<file path="src/rtl/uart2_rx_pkg.sv">
// Shared types and constants for the uart2 receiver.
// UART2_RX_PARITY_EN adds an even-parity bit after the data bits; it must match the uart2_tx build.
package uart2_rx_pkg;

  localparam int unsigned DataWidth         = 8;
  localparam int unsigned DefaultOversample = 16;

`ifdef UART2_RX_PARITY_EN
  typedef enum logic [2:0] {StIdle, StStart, StData, StParity, StStop} rx_state_e;

  function automatic logic even_parity_ok(input logic [DataWidth-1:0] data, input logic par);
    return ~(^{data, par});
  endfunction
`else
  typedef enum logic [2:0] {StIdle, StStart, StData, StStop} rx_state_e;
`endif

endpackage

</file>
<file path="src/rtl/uart2_rx_sync.sv">
// Two-flop synchronizer for an asynchronous single-bit input.
// ResetVal selects the value both flops take during reset.
module uart2_rx_sync #(
  parameter bit ResetVal = 1'b1
) (
  input  logic clk,
  input  logic reset,
  input  logic d,
  output logic q
);

  logic meta_q;
  logic sync_q;

  always_ff @(posedge clk or negedge reset) begin
    if (!reset) begin
      meta_q <= ResetVal;
      sync_q <= ResetVal;
    end else begin
      meta_q <= d;
      sync_q <= meta_q;
    end
  end

  assign q = sync_q;

endmodule

</file>
<file path="src/rtl/uart2_rx.sv">
// Oversampling serial receiver, 8 data bits LSB first, one stop bit, idle-high line.
// Define UART2_RX_PARITY_EN to expect an even-parity bit between data and stop.
module uart2_rx
  import uart2_rx_pkg::*;
#(
  parameter int unsigned OVERSAMPLE = DefaultOversample
) (
  input  logic                 clk,
  input  logic                 reset,
  input  logic                 rx_enable,
  input  logic                 rx_in,
  input  logic                 uld_rx_data,
  output logic [DataWidth-1:0] rx_data,
  output logic                 rx_empty,
  output logic                 rx_overrun,
  output logic                 rx_frame_err
);

  localparam int unsigned CntW = $clog2(OVERSAMPLE);
  // IDLE already consumed one low cycle, so mid-start is reached OVERSAMPLE/2-1 edges later.
  localparam logic [CntW-1:0] StartMid = CntW'(OVERSAMPLE / 2 - 2);
  localparam logic [CntW-1:0] BitEnd   = CntW'(OVERSAMPLE - 1);

  logic rxs;

  uart2_rx_sync #(
    .ResetVal(1'b1)
  ) u_sync (
    .clk  (clk),
    .reset(reset),
    .d    (rx_in),
    .q    (rxs)
  );

  rx_state_e            state_q;
  logic [CntW-1:0]      cnt_q;
  logic [2:0]           bit_idx_q;
  logic [DataWidth-1:0] shift_q;
  logic                 armed_q;
  logic [DataWidth-1:0] rx_data_q;
  logic                 rx_empty_q;
  logic                 rx_overrun_q;
  logic                 rx_frame_err_q;
  logic                 frame_good;

`ifdef UART2_RX_PARITY_EN
  logic par_ok_q;
  assign frame_good = rxs & par_ok_q;
`else
  assign frame_good = rxs;
`endif

  always_ff @(posedge clk or negedge reset) begin
    if (!reset) begin
      state_q        <= StIdle;
      cnt_q          <= '0;
      bit_idx_q      <= '0;
      shift_q        <= '0;
      armed_q        <= 1'b1;
      rx_data_q      <= '0;
      rx_empty_q     <= 1'b1;
      rx_overrun_q   <= 1'b0;
      rx_frame_err_q <= 1'b0;
`ifdef UART2_RX_PARITY_EN
      par_ok_q       <= 1'b0;
`endif
    end else begin
      if (uld_rx_data) begin
        rx_empty_q     <= 1'b1;
        rx_overrun_q   <= 1'b0;
        rx_frame_err_q <= 1'b0;
      end
      if (!rx_enable) begin
        state_q <= StIdle;
        cnt_q   <= '0;
        // A line that is low on re-enable is mid-frame; wait for it to go high.
        armed_q <= rxs;
      end else begin
        unique case (state_q)
          StIdle: begin
            if (rxs) begin
              armed_q <= 1'b1;
            end else if (armed_q) begin
              state_q <= StStart;
              cnt_q   <= '0;
            end
          end
          StStart: begin
            if (cnt_q == StartMid) begin
              cnt_q     <= '0;
              bit_idx_q <= '0;
              state_q   <= rxs ? StIdle : StData;
            end else begin
              cnt_q <= cnt_q + CntW'(1);
            end
          end
          StData: begin
            if (cnt_q == BitEnd) begin
              cnt_q     <= '0;
              shift_q   <= {rxs, shift_q[DataWidth-1:1]};
              bit_idx_q <= bit_idx_q + 3'd1;
              if (bit_idx_q == 3'd7) begin
`ifdef UART2_RX_PARITY_EN
                state_q <= StParity;
`else
                state_q <= StStop;
`endif
              end
            end else begin
              cnt_q <= cnt_q + CntW'(1);
            end
          end
`ifdef UART2_RX_PARITY_EN
          StParity: begin
            if (cnt_q == BitEnd) begin
              cnt_q    <= '0;
              par_ok_q <= even_parity_ok(shift_q, rxs);
              state_q  <= StStop;
            end else begin
              cnt_q <= cnt_q + CntW'(1);
            end
          end
`endif
          StStop: begin
            if (cnt_q == BitEnd) begin
              cnt_q   <= '0;
              state_q <= StIdle;
              if (frame_good) begin
                if (rx_empty_q || uld_rx_data) begin
                  rx_data_q  <= shift_q;
                  rx_empty_q <= 1'b0;
                end else begin
                  rx_overrun_q <= 1'b1;
                end
              end else begin
                rx_frame_err_q <= 1'b1;
                // A held-low line (break) must go high before another start is taken.
                armed_q        <= 1'b0;
              end
            end else begin
              cnt_q <= cnt_q + CntW'(1);
            end
          end
          default: state_q <= StIdle;
        endcase
      end
    end
  end

  assign rx_data      = rx_data_q;
  assign rx_empty     = rx_empty_q;
  assign rx_overrun   = rx_overrun_q;
  assign rx_frame_err = rx_frame_err_q;

endmodule

</file>
<file path="config.mk">
export PLATFORM = sky130hd
export DESIGN_NAME = uart2_rx
export DESIGN_NICKNAME = d
export VERILOG_FILES = /design/src/rtl/uart2_rx_pkg.sv /design/src/rtl/uart2_rx_sync.sv /design/src/rtl/uart2_rx.sv
export SDC_FILE = /design/constraint.sdc
export NUM_CORES = 1
export LEC_CHECK = 0
export CAP_MARGIN = 5
export CORE_ASPECT_RATIO = 2
export CORE_MARGIN = 2
export CORE_UTILIZATION = 26
export CTS_CLUSTER_SIZE = 8
export DETAILED_ROUTE_END_ITERATION = 6
export PLACE_DENSITY = 0.42
export SYNTH_ARGS = -nofsm -noshare
export SYNTH_HDL_FRONTEND = slang
export SYNTH_SLANG_ARGS = --single-unit
</file>
<file path="constraint.sdc">
create_clock -name clk -period 2.2 [get_ports clk]
set_input_delay 0.33 -clock clk [delete_from_list [all_inputs] [get_ports clk]]
set_output_delay 0.33 -clock clk [all_outputs]
set_load 0.05 [all_outputs]
</file>
After elaboration in Yosys (flattened, before gate mapping)
Index checks and enable logic that the tools add are counted.
Widths: inputs -> output; s select.
{"block": "op_classes", "addsub": 2, "n_eq_ne": 18, "n_mux": 40, "reduce_logical": 10}
{"operator": "$mux 3", "n": 9}
{"operator": "$mux 1", "n": 21}
{"operator": "$ne 3x3->1 const B", "n": 7}
{"operator": "$mux 4", "n": 5}
{"operator": "$pmux 3 s4", "n": 1}
{"operator": "$pmux 4 s3", "n": 1}
{"operator": "$reduce_and 4->1", "n": 2}
{"operator": "$eq 3x2->1 const B", "n": 2}
{"operator": "$pmux 3 s2", "n": 1}
{"operator": "$reduce_and 3->1", "n": 2}
{"operator": "$reduce_and 6->1", "n": 1}
{"operator": "$reduce_and 5->1", "n": 1}
{"operator": "$add 4x1->4 const B", "n": 1}
{"operator": "$eq 4x3->1 const B", "n": 1}
{"operator": "$eq 4x4->1 const B", "n": 1}
{"operator": "$ne 2x2->1 const B", "n": 2}
{"operator": "$ne 4x2->1 const B", "n": 1}
{"operator": "$add 3x1->3 const B", "n": 1}
{"operator": "$eq 3x1->1 const B", "n": 1}
{"operator": "$eq 3x3->1 const B", "n": 1}
{"operator": "$logic_not 3->1", "n": 1}
{"operator": "$ne 3x1->1 const B", "n": 1}
{"operator": "$ne 3x2->1 const B", "n": 1}
{"operator": "$mux 2", "n": 1}
{"operator": "4 further kinds", "n": 4}
{"block": "word_totals", "ff_bits": 32, "inputBits": 5, "output_inout_bits": 11}

Longest topological paths before layout
{"block": "depth", "depth_word": 6, "depth_mapped": 5}

By module
A second synthesis with hierarchy kept.
{"block": "hier_totals", "cells_unflattened": 119, "hier_area_um2": 1481.4}
{"module": "uart2_rx", "instances": 1, "cells_per_inst": 117, "area_per_inst_um2": 1428.9, "seq_area_each_um2": 728.2}
{"module": "uart2_rx_sync", "instances": 1, "cells_per_inst": 2, "area_per_inst_um2": 52.6, "seq_area_each_um2": 52.6}

Worst setup path after synthesis
OpenSTA, ideal clock, no wires.
{"block": "synth_path", "path_type": "reg2reg", "start": "reg cnt_q[1]", "end": "reg rx_data_q[0] (netlist: rx_data[0])", "setup_ns": 0.125, "arrival_time_ns": 1.491, "t_required_ns": 2.075, "setup_slack_ns": 0.584, "stages_incl_launch_ff": 5, "n_path_buf": 0, "cell_sequence": "dfrtp_1 -> ha_1 -> nand4_4 -> nor3_4 -> mux2_2"}
{"block": "synth_between", "elab_chain_cells": 2}
{"item": "start, declared", "line": "uart2_rx.sv:36", "source": "logic [CntW-1:0] cnt_q;"}
{"item": "start signal, assigned", "line": "uart2_rx.sv:94", "source": "cnt_q <= cnt_q + CntW'(1);"}
{"item": "start signal, assigned", "line": "uart2_rx.sv:110", "source": "cnt_q <= cnt_q + CntW'(1);"}
{"item": "start signal, assigned", "line": "uart2_rx.sv:141", "source": "cnt_q <= cnt_q + CntW'(1);"}
{"item": "$eq 4x4->1", "line": "uart2_rx.sv:125", "source": "if (cnt_q == BitEnd) begin"}
{"item": "$reduce_and 5->1 (no line)"}
{"item": "end signal, assigned", "line": "uart2_rx.sv:130", "source": "rx_data_q <= shift_q;"}
{"item": "end, declared", "line": "uart2_rx.sv:40", "source": "logic [DataWidth-1:0] rx_data_q;"}
Every way passes these cells.
A chain may end at the register's enable or synchronous reset.

Final worst setup path
{"block": "layout_path", "start": "reg rx_empty_q (netlist: rx_empty)", "end": "out rx_empty"}
{"item": "start, declared", "line": "uart2_rx.sv:41", "source": "logic rx_empty_q;"}
{"item": "start signal, assigned", "line": "uart2_rx.sv:61", "source": "rx_empty_q <= 1'b1;"}
{"item": "start signal, assigned", "line": "uart2_rx.sv:69", "source": "rx_empty_q <= 1'b1;"}
{"item": "start signal, assigned", "line": "uart2_rx.sv:131", "source": "rx_empty_q <= 1'b0;"}
{"item": "end, declared", "line": "uart2_rx.sv:14", "source": "output logic rx_empty,"}
No word-level cell between the ends.

==> qor.csv <==
metric;value;unit
reg2reg_slack;0.36;ns
cts-hold-fix-buffers;0;
worstSetupStartpoint;rx_empty;
synthTopCellsByArea;dfrtp_1 (50%), mux2_2 (14%), dfstp_2 (7.8%);
cts.sink_count;31;
placementRows;37;
status;completed;
cp_slowest_cell;clkdlybuf4s50_1;
grt_pass1_vias;955;
clock_latency;0.28;ns
p_per_area;715;nW/um^2
avgSynthCellArea;13.3;sq um
synth_nets;111;
crit_required;1.87;ns
hold_path.class;register to register;
core;5090;sq um
period_share;0.884;
cp.arrival;1.61;ns
drt-total-wl;2.73;mm
ys_seq_area_frac;0.577;
setup_viol;0;
finalSetupTns;0;ns
r2r-start;cnt_q[1];
grt_pass1_wl;4.54;mm
place_congestion;0.649;
rsz0062_at_grt;false;
cts_tree;yes;
placed_cells;176;
synth_area_leader_cell;dfrtp_1;
cts_setup_buffers;0;
grt_start_max_net_pins;32;
die-area;5830;sq um
worst_pin_slew;0.505;ns
r2r_cells;4;
postLayoutCoreUtil;0.331;
synth_edf_count;0;
clk_transition_reported_paths;0.06;ns
drt_first_pass_iters;4;
worstPathMaxFanout;3;
post-dp-hpwl;1.97;mm
drt-initial-drc-count;27;
crit_chain;clkdlybuf4s50_1;
grt-ovfl-total;0;
synth-seq-cells;31;
synth_area;1350;sq um
drtAntennaViolNets;0;
antenna_found_initial;0;
crit_end;rx_empty;
hold_viol;0;
drive_gt1_frac;0.270;
vias;888;
slew_viol_final;0;
end_kind;output pin;
die_h;106;um
fin_cells;184;
cp_num_cells;1;
ios;16;
initial_core_util;0.266;
p_leak;0.770;nW
track_usage;0.113;
clockBufferDepth;2;
clock_skew;0.00747;ns
wl_per_cell;14.8;um
ys.flop_type;dfrtp_1;
synth_warnings;0;
crit_type;register to output pin;
n_antenna_cell;0;
path_delay_family;buffers and inverters;
worstReg2RegEnd;rx_data[0];
start_kind;register;
cpPeakStageDelay;0.80;ns
io_buffers;15;
vias_per_cell;4.83;
irDropWorstVdd;0.000397;V
yosys.area.top_type_share;0.500;
synthCells;102;
regArea;781;sq um
fin_nets;134;
h-tree-depth;2;
multi_input_comb_area;539;sq um
drc;0;
synthArstFlopShare;1.00;
area_growth;24.8;%
cts_resized;0;
max_freq;514;MHz
root_buffer;clkbuf_8;
fillers;540;
ys_types;31;
critical_path_buf_inv_count;1;
numCtsBuffers;5;
period_needed;1.94;ns
slew-limit-headroom;0.662;
maxCapViolCount;0;
die_x;55;um
## logic make-up after synthesis
| group | share of synthesized area |
|---|---|
| and+or+nand+nor | 0.115 |
| xor gates and xnor gates | 0.00648 |
| buffers and inverters | 0.0241 |
| muxes | 0.149 |
| adders and majority gates | 0.0370 |
| DFF | 0.577 |
| AOI/OAI and AO/OA | 0.0916 |
## cell usage in the layout, fill, tap and decap left out, drive strengths merged
cell type      netlist  final
o21ai                1      1
a31oi                1      1
nor2                 5      5
xor2                 1      1
or3                  2      2
o32ai                3      3
clkdlybuf4s50        0     15
a22o                 2      2
or4                  1      1
o2bb2ai              2      2
a21oi                4      4
clkbuf               0      8
buf                  2      3
nand4bb              1      1
nand3                4      4
and3                 1      1
nand4                1      1
mux2i                1      1
nand2b               1      1
o21a                 2      2
nor3b                1      1
dfstp                4      4
dfrtp               27     27
a2bb2oi              1      1
a211oi               1      1
mux2                17     17
nand2                2      2
inv                  6      6
or3b                 1      1
ha                   4      4
nor2b                1      1
nor3                 2      2
## cell usage after synthesis (all sizes together), types with 2 or more instances
cell / n
nand3: 4
o21a: 2
inv: 6
o2bb2ai: 2
dfrtp: 27
nor2: 5
a21oi: 4
buf: 2
ha: 4
dfstp: 4
nand2: 2
nor3: 2
o32ai: 3
a22o: 2
mux2: 17
or3: 2
## where the power goes
part,switching (W),leakage [nW],internal (W),total (W)
sequential,0.0000318,0.414,0.000595,0.000626
combinational,0.0000501,0.304,0.0000397,0.0000898
clock,0.000205,0.0515,0.000285,0.000490
## cell type report
type,count,area share
Sequential cell,31,0.463
Inverter,6,0.0133
Multi-Input combinational cell,63,0.319
Tap cell,58,0.0430
Timing Repair Buffer,18,0.102
Clock buffer,8,0.0593
## worst min-delay path by stage
| stage | to | start | slack (ns) | depth (start not counted) |
|---|---|---|---|---|
| 2_1_floorplan | bit_idx_q[0] | reset | 0.03 | 0 |
| 3_3_place_gp | u_sync.q | u_sync.meta_q | 0.35 | 0 |
| 3_5_place_dp | u_sync.q | u_sync.meta_q | 0.35 | 0 |
| 4_1_cts | u_sync.q | u_sync.meta_q | 0.36 | 0 |
| 5_1_grt | u_sync.q | u_sync.meta_q | 0.37 | 0 |
| 6_report | u_sync.q | u_sync.meta_q | 0.35 | 0 |
## registers in the layout, indices dropped and copies added (netlist names)
name           cells
rx_data            8
shift_q            8
cnt_q              4
bit_idx_q          3
state_q            2
armed_q            1
rx_empty           1
rx_frame_err       1
rx_overrun         1
u_sync.meta_q      1
u_sync.q           1
## through the flow
stage	hold slack (ns)	setup WS, ns	area [sq um]	power (W)
finish	0.352	0.255	1690	0.00121
global route	0.367	0.205	1690	0.00127
CTS	0.357	0.234	1690	0.00123
detailed placement	0.351	0.260	1590	0.000730
global placement	0.347	0.288	1590	0.000723
floorplan	0.0344	0.584	1350	0.000683
## layer usage
layer  share of wire  global-route usage  vias up
li1                -                   -      416
met2            0.58               0.186       17
met3           0.031              0.0407        4
met1            0.37               0.119      451
met4           0.017              0.0575        0
met5               0                   0        -
(Power assumes the default switching activity.)
